### src/rtl/alarma_tono_if.sv
// ---------------------------------------------------------------------------
// alarma_tono_if
// Groups the alarm-side signals of the tone sequencer into one bundle.
//   bit_alarma : alarm match level from the data block (driven by master)
//   silenciar  : one-cycle silence request from the keyboard path (master)
//   ampPWM     : audio amplifier drive (driven by slave)
//   sonando    : high while a beep pattern is in progress (slave)
//   estado     : 2-bit state code, 00 IDLE / 01 ON / 10 OFF / 11 DONE (slave)
// The master modport is the side that feeds the sequencer, and the slave
// modport is the sequencer itself.
// ---------------------------------------------------------------------------
interface alarma_tono_if;
    logic       bit_alarma;
    logic       silenciar;
    logic       ampPWM;
    logic       sonando;
    logic [1:0] estado;

    modport master (
        output bit_alarma,
        output silenciar,
        input  ampPWM,
        input  sonando,
        input  estado
    );

    modport slave (
        input  bit_alarma,
        input  silenciar,
        output ampPWM,
        output sonando,
        output estado
    );
endinterface

### src/rtl/alarma_tono.sv
// ---------------------------------------------------------------------------
// alarma_tono
// Alarm sound sequencer. A rising edge on bit_alarma starts a burst pattern:
// a square-wave tone for BEEP_ON cycles, followed by silence for BEEP_OFF
// cycles. This pattern repeats MAX_BEEPS times, or forever if MAX_BEEPS is 0.
// The burst stops early when the alarm level drops or when silence is
// requested.
// Ports:
//   reloj  : system clock, all logic on the rising edge
//   resetM : synchronous, active-high reset
//   bus    : alarma_tono_if.slave (bit_alarma, silenciar in;
//            ampPWM, sonando, estado out)
// ---------------------------------------------------------------------------
module alarma_tono #(
    parameter int TONE_HALF = 25000,
    parameter int BEEP_ON   = 25000000,
    parameter int BEEP_OFF  = 25000000,
    parameter int MAX_BEEPS = 30,
    parameter int CNT_W     = 25
) (
    input  logic          reloj,
    input  logic          resetM,
    alarma_tono_if.slave  bus
);

    // The encoding matches the estado output code, so the state register
    // can be driven straight onto the port.
    typedef enum logic [1:0] {
        ST_IDLE = 2'b00,
        ST_ON   = 2'b01,
        ST_OFF  = 2'b10,
        ST_DONE = 2'b11
    } state_t;

    localparam logic [CNT_W-1:0] TONE_LAST = CNT_W'(TONE_HALF - 1);
    localparam logic [CNT_W-1:0] ON_LAST   = CNT_W'(BEEP_ON - 1);
    localparam logic [CNT_W-1:0] OFF_LAST  = CNT_W'(BEEP_OFF - 1);
    localparam logic [7:0]       BEEP_MAX  = 8'(MAX_BEEPS);

    state_t           state_q, state_d;
    logic             amp_q, amp_d;
    logic             alarma_q, alarma_d;
    logic [CNT_W-1:0] cnt_tono_q, cnt_tono_d;
    logic [CNT_W-1:0] cnt_fase_q, cnt_fase_d;
    logic [7:0]       beeps_q, beeps_d;

    logic             rise;
    logic [7:0]       beeps_inc;

    assign rise = bus.bit_alarma & ~alarma_q;

    // The beep count stops at 255 so that an unlimited alarm never wraps.
    assign beeps_inc = (beeps_q == 8'hFF) ? 8'hFF : beeps_q + 8'd1;

    // State register. Reset also clears the alarm history, so an alarm level
    // that is still high is seen as a fresh rise right after reset releases.
    always_ff @(posedge reloj) begin
        if (resetM) begin
            state_q    <= ST_IDLE;
            amp_q      <= 1'b0;
            alarma_q   <= 1'b0;
            cnt_tono_q <= '0;
            cnt_fase_q <= '0;
            beeps_q    <= 8'd0;
        end else begin
            state_q    <= state_d;
            amp_q      <= amp_d;
            alarma_q   <= alarma_d;
            cnt_tono_q <= cnt_tono_d;
            cnt_fase_q <= cnt_fase_d;
            beeps_q    <= beeps_d;
        end
    end

    // Next-state logic. An alarm level drop has priority over a silence
    // request, and both have priority over the normal beep sequencing.
    // A silence request counts only when a burst is running or is starting
    // in this same cycle, so a request arriving in IDLE is ignored.
    always_comb begin
        state_d    = state_q;
        amp_d      = amp_q;
        alarma_d   = bus.bit_alarma;
        cnt_tono_d = cnt_tono_q;
        cnt_fase_d = cnt_fase_q;
        beeps_d    = beeps_q;

        if (!bus.bit_alarma) begin
            state_d    = ST_IDLE;
            amp_d      = 1'b0;
            cnt_tono_d = '0;
            cnt_fase_d = '0;
        end else if (bus.silenciar && (state_q != ST_IDLE || rise)) begin
            state_d    = ST_DONE;
            amp_d      = 1'b0;
            cnt_tono_d = '0;
            cnt_fase_d = '0;
        end else begin
            case (state_q)
                ST_IDLE: begin
                    if (rise) begin
                        state_d    = ST_ON;
                        amp_d      = 1'b1;
                        cnt_tono_d = '0;
                        cnt_fase_d = '0;
                        beeps_d    = 8'd0;
                    end
                end
                ST_ON: begin
                    // End of beep wins over a tone toggle in the same cycle.
                    if (cnt_fase_q == ON_LAST) begin
                        beeps_d    = beeps_inc;
                        amp_d      = 1'b0;
                        cnt_tono_d = '0;
                        cnt_fase_d = '0;
                        if (MAX_BEEPS != 0 && beeps_inc == BEEP_MAX) begin
                            state_d = ST_DONE;
                        end else begin
                            state_d = ST_OFF;
                        end
                    end else begin
                        cnt_fase_d = cnt_fase_q + 1'b1;
                        if (cnt_tono_q == TONE_LAST) begin
                            amp_d      = ~amp_q;
                            cnt_tono_d = '0;
                        end else begin
                            cnt_tono_d = cnt_tono_q + 1'b1;
                        end
                    end
                end
                ST_OFF: begin
                    amp_d = 1'b0;
                    if (cnt_fase_q == OFF_LAST) begin
                        state_d    = ST_ON;
                        amp_d      = 1'b1;
                        cnt_tono_d = '0;
                        cnt_fase_d = '0;
                    end else begin
                        cnt_fase_d = cnt_fase_q + 1'b1;
                    end
                end
                ST_DONE: begin
                    amp_d = 1'b0;
                end
                default: begin
                    state_d = ST_IDLE;
                    amp_d   = 1'b0;
                end
            endcase
        end
    end

    assign bus.ampPWM  = amp_q;
    assign bus.estado  = state_q;
    assign bus.sonando = (state_q == ST_ON) || (state_q == ST_OFF);

endmodule
### src/flat_wrapper.sv
// flat-port wrapper written by rule: the top's interface ports become plain ports
module alarma_tono_flat 
#(
    parameter int TONE_HALF = 25000,
    parameter int BEEP_ON   = 25000000,
    parameter int BEEP_OFF  = 25000000,
    parameter int MAX_BEEPS = 30,
    parameter int CNT_W     = 25
)
  (reloj, resetM, bus_bit_alarma, bus_silenciar, bus_ampPWM, bus_sonando, bus_estado);
  alarma_tono_if bus_i ();
  input  logic reloj;
  input  logic resetM;
  input wire logic [$bits(bus_i.bit_alarma)-1:0] bus_bit_alarma;
  input wire logic [$bits(bus_i.silenciar)-1:0] bus_silenciar;
  output wire logic [$bits(bus_i.ampPWM)-1:0] bus_ampPWM;
  output wire logic [$bits(bus_i.sonando)-1:0] bus_sonando;
  output wire logic [$bits(bus_i.estado)-1:0] bus_estado;
  assign bus_i.bit_alarma = bus_bit_alarma;
  assign bus_i.silenciar = bus_silenciar;
  assign bus_ampPWM = bus_i.ampPWM;
  assign bus_sonando = bus_i.sonando;
  assign bus_estado = bus_i.estado;
  alarma_tono #(.TONE_HALF(TONE_HALF), .BEEP_ON(BEEP_ON), .BEEP_OFF(BEEP_OFF), .MAX_BEEPS(MAX_BEEPS), .CNT_W(CNT_W)) u_core (.reloj(reloj), .resetM(resetM), .bus(bus_i));
endmodule
### config.mk
export PLATFORM = sky130hd
export DESIGN_NAME = alarma_tono_flat
export DESIGN_NICKNAME = d
export VERILOG_FILES = /design/src/rtl/alarma_tono_if.sv /design/src/rtl/alarma_tono.sv /design/src/flat_wrapper.sv
export SDC_FILE = /design/constraint.sdc
export NUM_CORES = 1
export LEC_CHECK = 0
export CORE_MARGIN = 2
export CORE_UTILIZATION = 30
export CTS_CLUSTER_SIZE = 14
export DETAILED_ROUTE_END_ITERATION = 16
export HOLD_SLACK_MARGIN = 0.06
export PLACE_DENSITY = 0.52
export SETUP_SLACK_MARGIN = 0.4
export SKIP_CTS_REPAIR_TIMING = 1
export SLEW_MARGIN = 0
export SYNTH_ARGS = -nofsm -noshare
export SYNTH_HDL_FRONTEND = slang
export SYNTH_SLANG_ARGS = --single-unit
export TNS_END_PERCENT = 50
### constraint.sdc
create_clock -name reloj -period 2.8 [get_ports reloj]
set_input_delay 0.56 -clock reloj [delete_from_list [all_inputs] [get_ports reloj]]
set_output_delay 0.56 -clock reloj [all_outputs]
set_load 0.005 [all_outputs]
==> results of run 1 <==
==> synthesized netlist by cell type, types with 2 or more instances <==
cell      number  share of area (%)
or3_1          5               0.92
a21oi_1       25                3.7
nand2_1       32                3.5
nand4b_1       2               0.52
a211oi_1       2               0.44
mux2i_1        2               0.59
or4b_1         3               0.88
nor3_1        11                1.6
o21ai_0       11                1.6
nor2_1        64                7.1
xnor2_1       17                4.4
o21ai_1        3               0.44
ha_1           8                2.9
nor4_1         5               0.92
nand4_1       14                2.6
and4_1         5                1.3
or4_1          5                1.1
and2_1         3               0.55
or4b_2         2               0.59
nand2b_1       9                1.7
dfxtp_1       62                 37
a31oi_1        4               0.74
clkbuf_1       7               0.77
nand3_1       27                4.0
a211oi_2       3                1.1
o31ai_1        2               0.44
xor2_1        21                5.4
and3_1        10                1.8
nor3b_1        3               0.66
nor3_2         3               0.88
inv_1          9               0.99
o31ai_4        2                1.3
buf_2          5               0.74
==> power breakdown <==
group	leakage (uW)	internal (uW)	switching, uW
Sequential	0.000501	889	6.12
Combinational	0.000794	90.7	115
Clock	0.000128	609	376
Total	0.00142	1590	497
==> path summary, 6_finish.rpt <==
kind | from | to | cells past startpoint
worst max-delay path | u_core.cnt_fase_q[23] | u_core.cnt_tono_q[17] | 7
worst min-delay path | u_core.cnt_fase_q[22] | u_core.cnt_fase_q[22] | 1
worst max register to register | u_core.cnt_fase_q[23] | u_core.cnt_tono_q[17] | 7
worst min register to register | u_core.cnt_fase_q[22] | u_core.cnt_fase_q[22] | 1
==> layout make-up <==
| cell class | count | share of cell area (%) |
|---|---|---|
| Sequential cell | 62 | 29.2 |
| Clock buffer | 12 | 5.79 |
| Multi-Input combinational cell | 329 | 50.2 |
| Tap cell | 140 | 4.11 |
| Timing Repair Buffer | 41 | 9.69 |
| Clock inverter | 2 | 0.235 |
| Inverter | 9 | 0.793 |
==> state kept, by name, indices dropped and copies added (netlist names) <==
name / count
u_core.cnt_fase_q: 25
u_core.bus.estado: 2
u_core.cnt_tono_q: 25
u_core.alarma_q: 1
u_core.beeps_q: 8
u_core.bus.ampPWM: 1
==> logic make-up (layout without fill, tap and decap cells) <==
| kind of cell | count (synthesis) | count (layout) | share of synthesized area, % |
|---|---|---|---|
| buf+inv | 23 | 64 | 3.06 |
| flops | 62 | 62 | 36.5 |
| compound gates | 66 | 67 | 13.3 |
| xor+xnor | 38 | 38 | 9.80 |
| fa+ha+maj | 8 | 8 | 2.95 |
| simple gates | 212 | 212 | 33.1 |
| mux | 4 | 4 | 1.25 |
==> metrics by stage <==
step,hold slack (ns),setup slack [ns]
2_1_floorplan,0.424,0.356
3_3_place_gp,0.444,0.123
3_5_place_dp,0.454,0.132
4_1_cts,0.459,0.159
5_1_grt,0.481,0.111
6_report,0.462,0.204
==> per-layer routing <==
metal	global-route usage [%]	vias to the layer above	wire (um)
met4	7.42	0	245
met2	20.3	34	3910
li1	-	1560	-
met3	3.79	18	270
met5	0	-	0
met1	18.0	1425	4000
==> impl_metrics.py, run 1 <==
metrics = {
    "run_status": {
        "status": "completed",
    },
    "place": {
        "dpl_cell_area_um2": 3740,
        "routabilityCongestion": 0.784,
        "port_buffers": 7,
        "dp.final_hpwl_mm": 5.60,
        "dp_cells": 564,
    },
    "worst_setup_path": {
        "crit_type": "reg2reg",
        "start_kind": "flop",
        "slowest_delay_ns": 0.53,
        "arrival_ns": 2.86,
        "cp_slowest_cell": "or4_4",
        "rrSetupSlack_ns": 0.20,
        "path_max_fanout": 5,
        "crit_path_cell_trace": "or4b_1 > or4_4 > buf_6 > o31ai_4 > nand3_2 > or4_4 > a21oi_2",
        "critPathRequiredTime_ns": 3.07,
        "crit_top_cell": "or4_4",
        "cp-end-kind": "flop",
        "crit_family": "simple AND/OR/NAND/NOR gates",
        "critical_path_buf_inv_count": 1,
    },
    "global_routing": {
        "grt-ovfl-total": 0,
        "antenna_found_initial": 0,
        "grt_pass1_wl_mm": 13.7,
        "grt_max_degree": 26,
        "track_usage_pct": 13.7,
        "grt_pass1_vias": 2840,
    },
    "floorplan": {
        "die-area_um2": 12200,
        "die_h_um": 110,
        "initial_core_util_pct": 31.1,
        "io_pins": 8,
        "rows": 38,
        "core_area_um2": 10900,
        "die_w_um": 110,
    },
    "timing": {
        "skew_ns": 0.00491,
        "slew_violations": 0,
        "finalCritPeriodShare_pct": 92.7,
        "final_hold_viol_count": 0,
        "setup_tns_ns": 0,
        "rsz0062_at_grt": "true",
        "setup_viol": 0,
        "worstMarginPinSlew_ns": 0.577,
        "slew_headroom_pct": 61.2,
        "post-route-min-period_ns": 2.60,
        "max_freq_ghz": 0.385,
    },
    "final_layout": {
        "n_fill_cell": 1121,
        "multi_input_area_um2": 2140,
        "area_growth_pct": 25.4,
        "final_cell_mix": "nor2_1, dfxtp_1, nand2_1, nand3_1, buf_4",
        "diodes": 0,
        "regArea_um2": 1240,
        "final_util_pct": 38.9,
        "nNetsFinal": 464,
        "drive_above_1_share_pct": 17.4,
        "final_area_um2": 4260,
        "final_common_cell": "nor2_1",
        "final_cells": 595,
    },
    "power": {
        "peakVddDrop_mv": 0.335,
        "p_total_uw": 2090,
        "powerDensity_nw_per_um2": 490,
        "power_leakage_uw": 0.00142,
    },
    "route": {
        "drt_iter0_drc": 94,
        "vias": 3037,
        "dr.pass1.iters": 4,
        "route.detailed.drc": 0,
        "wl_per_cell_um": 14.2,
        "routed_wl_mm": 8.42,
        "ant_nets": 0,
        "viasPerCell": 5.10,
    },
    "yosys": {
        "synth_edf_count": 0,
        "yosysWarnings": 0,
        "synth_nets": 425,
        "netlist_area_um2": 3400,
        "yosysSeqAreaShare_pct": 36.5,
        "syn_inst": 413,
        "postSynthRegisterBits": 62,
        "syn_area_per_cell_um2": 8.23,
        "ys_types": 60,
        "synthFlopType": "dfxtp_1",
        "synth-async-reset-ratio_pct": 0,
    },
    "cts": {
        "clockRootBuffer": "clkbuf_16",
        "clk-insertion-delay-late_ns": 0.33,
        "clkSinkCount": 62,
        "tritoncts": "yes",
        "clock_path_buffers": 2,
        "path_clk_slew_ns": 0.05,
        "h-tree-depth": 3,
        "cts_buffers": 9,
    },
    "hold_path": {
        "min_path_type": "reg2reg",
    },
    "flow_run": {
        "maxCapViolCount": 0,
    },
}
(Power assumes the default switching activity.)
==> inputs of run 2 (changes only) <==
--- a/config.mk
+++ b/config.mk
@@ -5,15 +5,15 @@
 export SDC_FILE = /design/constraint.sdc
 export NUM_CORES = 1
 export LEC_CHECK = 0
+export ABC_AREA = 1
 export CORE_MARGIN = 2
-export CORE_UTILIZATION = 30
+export CORE_UTILIZATION = 63
 export CTS_CLUSTER_SIZE = 14
 export DETAILED_ROUTE_END_ITERATION = 16
 export HOLD_SLACK_MARGIN = 0.06
-export PLACE_DENSITY = 0.52
+export PLACE_DENSITY = 0.88
 export SETUP_SLACK_MARGIN = 0.4
 export SKIP_CTS_REPAIR_TIMING = 1
-export SLEW_MARGIN = 0
 export SYNTH_ARGS = -nofsm -noshare
 export SYNTH_HDL_FRONTEND = slang
 export SYNTH_SLANG_ARGS = --single-unit
==> run 2 against run 1 <==
First-iteration DRC count rose to 3.4 times the previous value. Sequential power rose by 0.9%. Synthesized cell count rose by 59%. Non-clock buffer count fell by 27. Final area rose by 3.5%. Clock power fell by 9.2%. Largest power group is now sequential cells.
==> impl_metrics.py, run 2 <==
metrics = {
    "run_status": {
        "status": "completed",
    },
    "cts": {
        "clockRootBuffer": "clkbuf_8",
        "path_clk_slew_ns": 0.07,
        "clk-insertion-delay-late_ns": 0.35,
        "clkSinkCount": 62,
        "h-tree-depth": 3,
        "clock_path_buffers": 2,
        "cts_buffers": 9,
        "tritoncts": "yes",
    },
    "global_routing": {
        "grt_max_degree": 17,
        "antenna_found_initial": 0,
        "grt-ovfl-total": 0,
        "grt_pass1_wl_mm": 17.4,
        "grt_pass1_vias": 3869,
        "track_usage_pct": 29.7,
    },
    "final_layout": {
        "nNetsFinal": 681,
        "final_cells": 750,
        "final_common_cell": "nand2_1",
        "top_regs": "u_core.cnt_fase_q: 25 flops, u_core.cnt_tono_q: 25 flops, u_core.beeps_q: 8 flops",
        "area_growth_pct": 9.01,
        "diodes": 0,
        "drive_above_1_share_pct": 7.13,
        "final_cell_mix": "nand2_1, nor2_1, inv_1, nand3_1, dfxtp_1",
        "final_util_pct": 70.2,
    },
    "yosys": {
        "ys_types": 38,
        "netlist_area_um2": 4040,
        "synth_nets": 669,
        "synth_most_common_cell": "nand2_1",
        "synth_area_leader_cell": "dfxtp_1",
        "synth_edf_count": 0,
        "yosysSeqAreaShare_pct": 30.7,
        "synthDominantCellAreaShare_pct": 30.7,
        "synthFlopType": "dfxtp_1",
        "ys_top_cells_by_area": "dfxtp_1, nand2_1, nor2_1",
        "synth_common_cells": "nand2_1, nor2_1, inv_1, nand3_1, dfxtp_1",
        "syn_inst": 657,
        "postSynthRegisterBits": 62,
        "yosysWarnings": 0,
        "syn_area_per_cell_um2": 6.15,
        "synth-async-reset-ratio_pct": 0,
    },
    "worst_setup_path": {
        "r2r_end": "u_core.cnt_fase_q[18]",
        "ff2ff_path_depth": 7,
        "start_kind": "flop",
        "cp-end-kind": "output pin",
        "startpoint": "u_core.bus.estado[1]",
        "crit_type": "reg2out",
        "arrival_ns": 1.81,
        "rrSetupSlack_ns": 0.52,
        "path_max_fanout": 5,
        "crit_end": "bus_sonando",
        "critPathRequiredTime_ns": 2.24,
        "r2r_start": "u_core.bus.estado[1]",
    },
    "timing": {
        "finalCritPeriodShare_pct": 84.6,
        "post-route-min-period_ns": 2.37,
        "holdWs_ns": 0.478,
        "setup_tns_ns": 0,
        "slew_headroom_pct": 63.8,
        "rsz0062_at_grt": "true",
        "setup_viol": 0,
        "worstMarginPinSlew_ns": 0.540,
        "final_hold_viol_count": 0,
        "slew_violations": 0,
        "max_freq_ghz": 0.422,
        "skew_ns": 0.0111,
    },
    "route": {
        "ant_nets": 0,
        "dr.pass1.iters": 5,
        "drt_iter0_drc": 319,
        "route.detailed.drc": 0,
        "vias": 4281,
        "wl_per_cell_um": 13.2,
        "viasPerCell": 5.71,
        "routed_wl_mm": 9.91,
    },
    "power": {
        "peakVddDrop_mv": 0.308,
        "powerDensity_nw_per_um2": 470,
        "power_leakage_uw": 0.00169,
    },
    "place": {
        "dp.final_hpwl_mm": 7.04,
        "dp_cells": 735,
        "port_buffers": 7,
        "routabilityCongestion": 0.934,
    },
    "flow_run": {
        "maxCapViolCount": 0,
    },
    "floorplan": {
        "die_w_um": 84.1,
        "die-area_um2": 7070,
        "initial_core_util_pct": 64.4,
        "die_h_um": 84.1,
        "core_area_um2": 6280,
        "rows": 29,
        "io_pins": 8,
    },
    "hold_path": {
        "min_path_type": "reg2reg",
    },
}
## run 2: changes by cell type after synthesis, moves of 11 or more
cell,previous run,this run
nand2_1,32,157
nor2_1,64,126
xnor2_1,17,5
inv_1,9,77
nand3_1,27,66
xor2_1,21,6
a21oi_1,25,36
## run 2: worst max-delay path, stage by stage, from the launching register on
cell and delay, ns:
dfxtp_1 0.41, inv_1 0.11, ha_1 0.40, clkdlybuf4s50_1 0.54
## run 2: how the worst min path moves through the flow
| stage | start | cells past startpoint | end | slack, ns |
|---|---|---|---|---|
| 6_report | u_core.beeps_q[4] | 2 | u_core.beeps_q[4] | 0.48 |
| 5_1_grt | u_core.cnt_fase_q[13] | 2 | u_core.cnt_fase_q[13] | 0.52 |
| 4_1_cts | u_core.beeps_q[4] | 2 | u_core.beeps_q[4] | 0.48 |
| 3_5_place_dp | u_core.beeps_q[4] | 2 | u_core.beeps_q[4] | 0.46 |
| 3_3_place_gp | u_core.beeps_q[4] | 2 | u_core.beeps_q[4] | 0.45 |
| 2_1_floorplan | u_core.beeps_q[4] | 2 | u_core.beeps_q[4] | 0.44 |
## run 2: cell families (layout without fill, tap and decap cells)
family                   count (synthesis)  after routing  share of synthesized area (%)
AND/OR/NAND/NOR                        413            413                           44.9
buffers and inverters                   95            111                           9.78
AO/OA/AOI/OAI                           68             68                           9.75
flip-flops                              62             62                           30.7
XOR/XNOR                                11             11                           2.38
adder cells (fa/ha/maj)                  8              8                           2.48
## run 2: final cells by class
class	instances	area (um^2)
clock buffer	11	151
clock inverter	4	70.1
fill	542	1870
inverter	82	308
multi-input combinational	500	2420
sequential	62	1240
tap	77	96.3
timing repair buffer	14	123
## run 2: power by group
group | internal (uW) | switching [uW]
Clock | 542 | 353
Combinational | 85.1 | 189
Sequential | 893 | 10.3
Total | 1520 | 552
## run 2: stage by stage
step	worst slack [ns]	total power, uW	area [um^2]
global route	0.374	2150	4410
detailed placement	0.289	1190	4170
floorplan	0.973	1120	4040
global placement	0.382	1180	4170
finish	0.431	2070	4410
CTS	0.373	2070	4400
## run 2: per-layer routing
| metal | track usage (%) | wire length, um | vias to the layer above |
|---|---|---|---|
| met4 | 13.0 | 210 | 0 |
| li1 | - | - | 2135 |
| met1 | 38.8 | 4400 | 1939 |
| met2 | 48.7 | 4640 | 182 |
| met5 | 0 | 0 | - |
| met3 | 4.65 | 649 | 25 |
==> inputs of run 3 (changes only) <==
==> constraint.sdc (replaced) <==
create_clock -name reloj -period 2.35 [get_ports reloj]
set_input_delay 0.47 -clock reloj [delete_from_list [all_inputs] [get_ports reloj]]
set_output_delay 0.47 -clock reloj [all_outputs]
set_load 0.005 [all_outputs]
==> run 3 against run 2 <==
Non-clock buffer count is 15 higher. Cell count increased by 2.1%. Setup slack worse by 0.047 ns. Utilization grew 4.5 points. Critical path type is now reg2reg. Global-route usage rose by 0.38 points.
==> impl_metrics.py, run 3 (same netlist as run 2, synthesis figures left out) <==
metrics = {
    "cts": {
        "clock_path_buffers": 2,
        "clkSinkCount": 62,
        "clockRootBuffer": "clkbuf_8",
        "path_clk_slew_ns": 0.07,
        "clk-insertion-delay-late_ns": 0.36,
        "tritoncts": "yes",
        "cts_buffers": 9,
        "h-tree-depth": 3,
    },
    "route": {
        "drt-met1-wl_mm": 4.67,
        "highest_layer": "met4",
        "drt_iter0_drc": 520,
        "wl_per_cell_um": 14.8,
        "ant_nets": 0,
        "dr.pass1.iters": 5,
        "met3WireLength_mm": 1.07,
        "viasPerCell": 5.88,
        "routed_wl_mm": 11.4,
        "vias": 4502,
        "wl_met2_mm": 5.32,
        "route.detailed.drc": 0,
    },
    "final_layout": {
        "final_cell_mix": "nand2_1, nor2_1, inv_1, nand3_1, dfxtp_1",
        "top_regs": "u_core.cnt_fase_q: 25 flops, u_core.cnt_tono_q: 25 flops, u_core.beeps_q: 8 flops",
        "area_growth_pct": 16.0,
        "final_common_cell": "nand2_1",
        "diodes": 0,
        "final_area_um2": 4690,
        "nNetsFinal": 696,
        "drive_above_1_share_pct": 12.8,
    },
    "timing": {
        "slew_violations": 0,
        "rsz0062_at_grt": "true",
        "finalCritPeriodShare_pct": 83.6,
        "final_hold_viol_count": 0,
        "max_freq_ghz": 0.509,
        "setup_tns_ns": 0,
        "setup_viol": 0,
        "slew_headroom_pct": 70.4,
        "post-route-min-period_ns": 1.97,
        "skew_ns": 0.0112,
        "worstMarginPinSlew_ns": 0.444,
    },
    "flow_run": {
        "maxCapViolCount": 0,
    },
    "worst_setup_path": {
        "start_kind": "flop",
        "critical_path_buf_inv_count": 1,
        "crit_type": "reg2reg",
        "ff2ff_path_depth": 11,
        "rrSetupSlack_ns": 0.38,
        "slowest_delay_ns": 0.37,
        "cp-end-kind": "flop",
        "r2r_start": "u_core.cnt_fase_q[0]",
        "crit_family": "simple AND/OR/NAND/NOR gates",
        "r2r_end": "u_core.cnt_tono_q[7]",
        "cp_slowest_cell": "dfxtp_2",
        "crit_path_cell_trace": "ha_4 > nand2_4 > nor2_4 > nand2_2 > nor2_4 > nand2_8 > a21boi_4 > nand2_4 > buf_4 > nand3_1 > nor2_1",
        "path_max_fanout": 8,
        "arrival_ns": 2.22,
        "critPathRequiredTime_ns": 2.60,
    },
    "global_routing": {
        "grt_pass1_vias": 4017,
        "grt_pass1_wl_mm": 17.6,
        "grt-ovfl-total": 0,
        "antenna_found_initial": 0,
        "grt_max_degree": 16,
        "track_usage_pct": 30.1,
    },
    "power": {
        "powerDensity_nw_per_um2": 559,
        "p_total_uw": 2620,
        "power_leakage_uw": 0.00180,
        "peakVddDrop_mv": 0.514,
    },
    "hold_path": {
        "hold_depth": 2,
        "hold-path-endpoint": "u_core.beeps_q[4]",
        "hp-start": "u_core.beeps_q[4]",
        "min_path_type": "reg2reg",
    },
    "floorplan": {
        "rows": 29,
        "die_h_um": 84.1,
        "initial_core_util_pct": 64.4,
        "die-area_um2": 7070,
        "core_area_um2": 6280,
        "die_w_um": 84.1,
        "io_pins": 8,
    },
    "place": {
        "dp.final_hpwl_mm": 7.43,
        "port_buffers": 7,
        "routabilityCongestion": 0.952,
        "dpl_cell_area_um2": 4230,
    },
    "run_status": {
        "status": "completed",
    },
}
==> run 3: cell count changes in the layout (fill, tap and decap cells not counted), moves of 4 or more <==
cell / previous run / this run
buf_4: 7 / 20
ha_1: 8 / 4
nand2_1: 157 / 153
dfxtp_1: 62 / 54
dfxtp_2: 0 / 6
==> run 3: report_power, final <==
| part | leakage [uW] | internal, uW | switching (uW) |
|---|---|---|---|
| logic | 0.00117 | 157 | 265 |
| registers | 0.000505 | 1060 | 13.8 |
| clock network | 0.000120 | 683 | 438 |
==> run 3: layer usage <==
layer | up-vias | track usage (%)
met5 | - | 0
met4 | 0 | 13.6
met3 | 49 | 5.64
met2 | 280 | 48.5
met1 | 2006 | 39.2
li1 | 2167 | -
==> run 3: through the flow <==
stage | cells | hold WS, ns | setup slack [ns] | util (%)
finish | 766 | 0.462 | 0.384 | 74.7
CTS | 759 | 0.464 | 0.0830 | 71.2
floorplan | 657 | 0.437 | 0.523 | -
global placement | 743 | 0.449 | 0.200 | 67.5
detailed placement | 743 | 0.454 | 0.115 | 67.5
global route | 766 | 0.503 | 0.245 | 74.7
==> run 3: worst reg2reg max path, delay by kind of cell (launching register included) <==
| family | cells | cell delay [ns] |
|---|---|---|
| adder cells (fa/ha/maj) | 1 | 0.16 |
| AO/OA/AOI/OAI | 1 | 0.30 |
| AND/OR/NAND/NOR | 8 | 0.85 |
| flip-flops | 1 | 0.37 |
| buffers and inverters | 1 | 0.19 |
==> run 3: cell type report <==
cell class / instances / area, um^2
clock buffers: 13 / 169
clock inverters: 3 / 65.1
fillers: 477 / 1590
inverters: 82 / 308
multi-input cells: 500 / 2530
flip-flops and latches: 62 / 1260
well taps: 77 / 96.3
repair buffers: 29 / 268
==> run 3: how the worst max path moves through the flow <==
stage | cells past startpoint | slack (ns) | start | endpoint
finish | 11 | 0.38 | u_core.cnt_fase_q[0] | u_core.cnt_tono_q[7]
CTS | 3 | 0.08 | u_core.bus.estado[1] | bus_sonando
global placement | 10 | 0.20 | bus_bit_alarma | u_core.cnt_fase_q[7]
floorplan | 8 | 0.52 | u_core.bus.estado[0] | u_core.cnt_fase_q[11]
global route | 10 | 0.24 | bus_bit_alarma | u_core.cnt_fase_q[7]
detailed placement | 10 | 0.11 | bus_bit_alarma | u_core.cnt_fase_q[7]
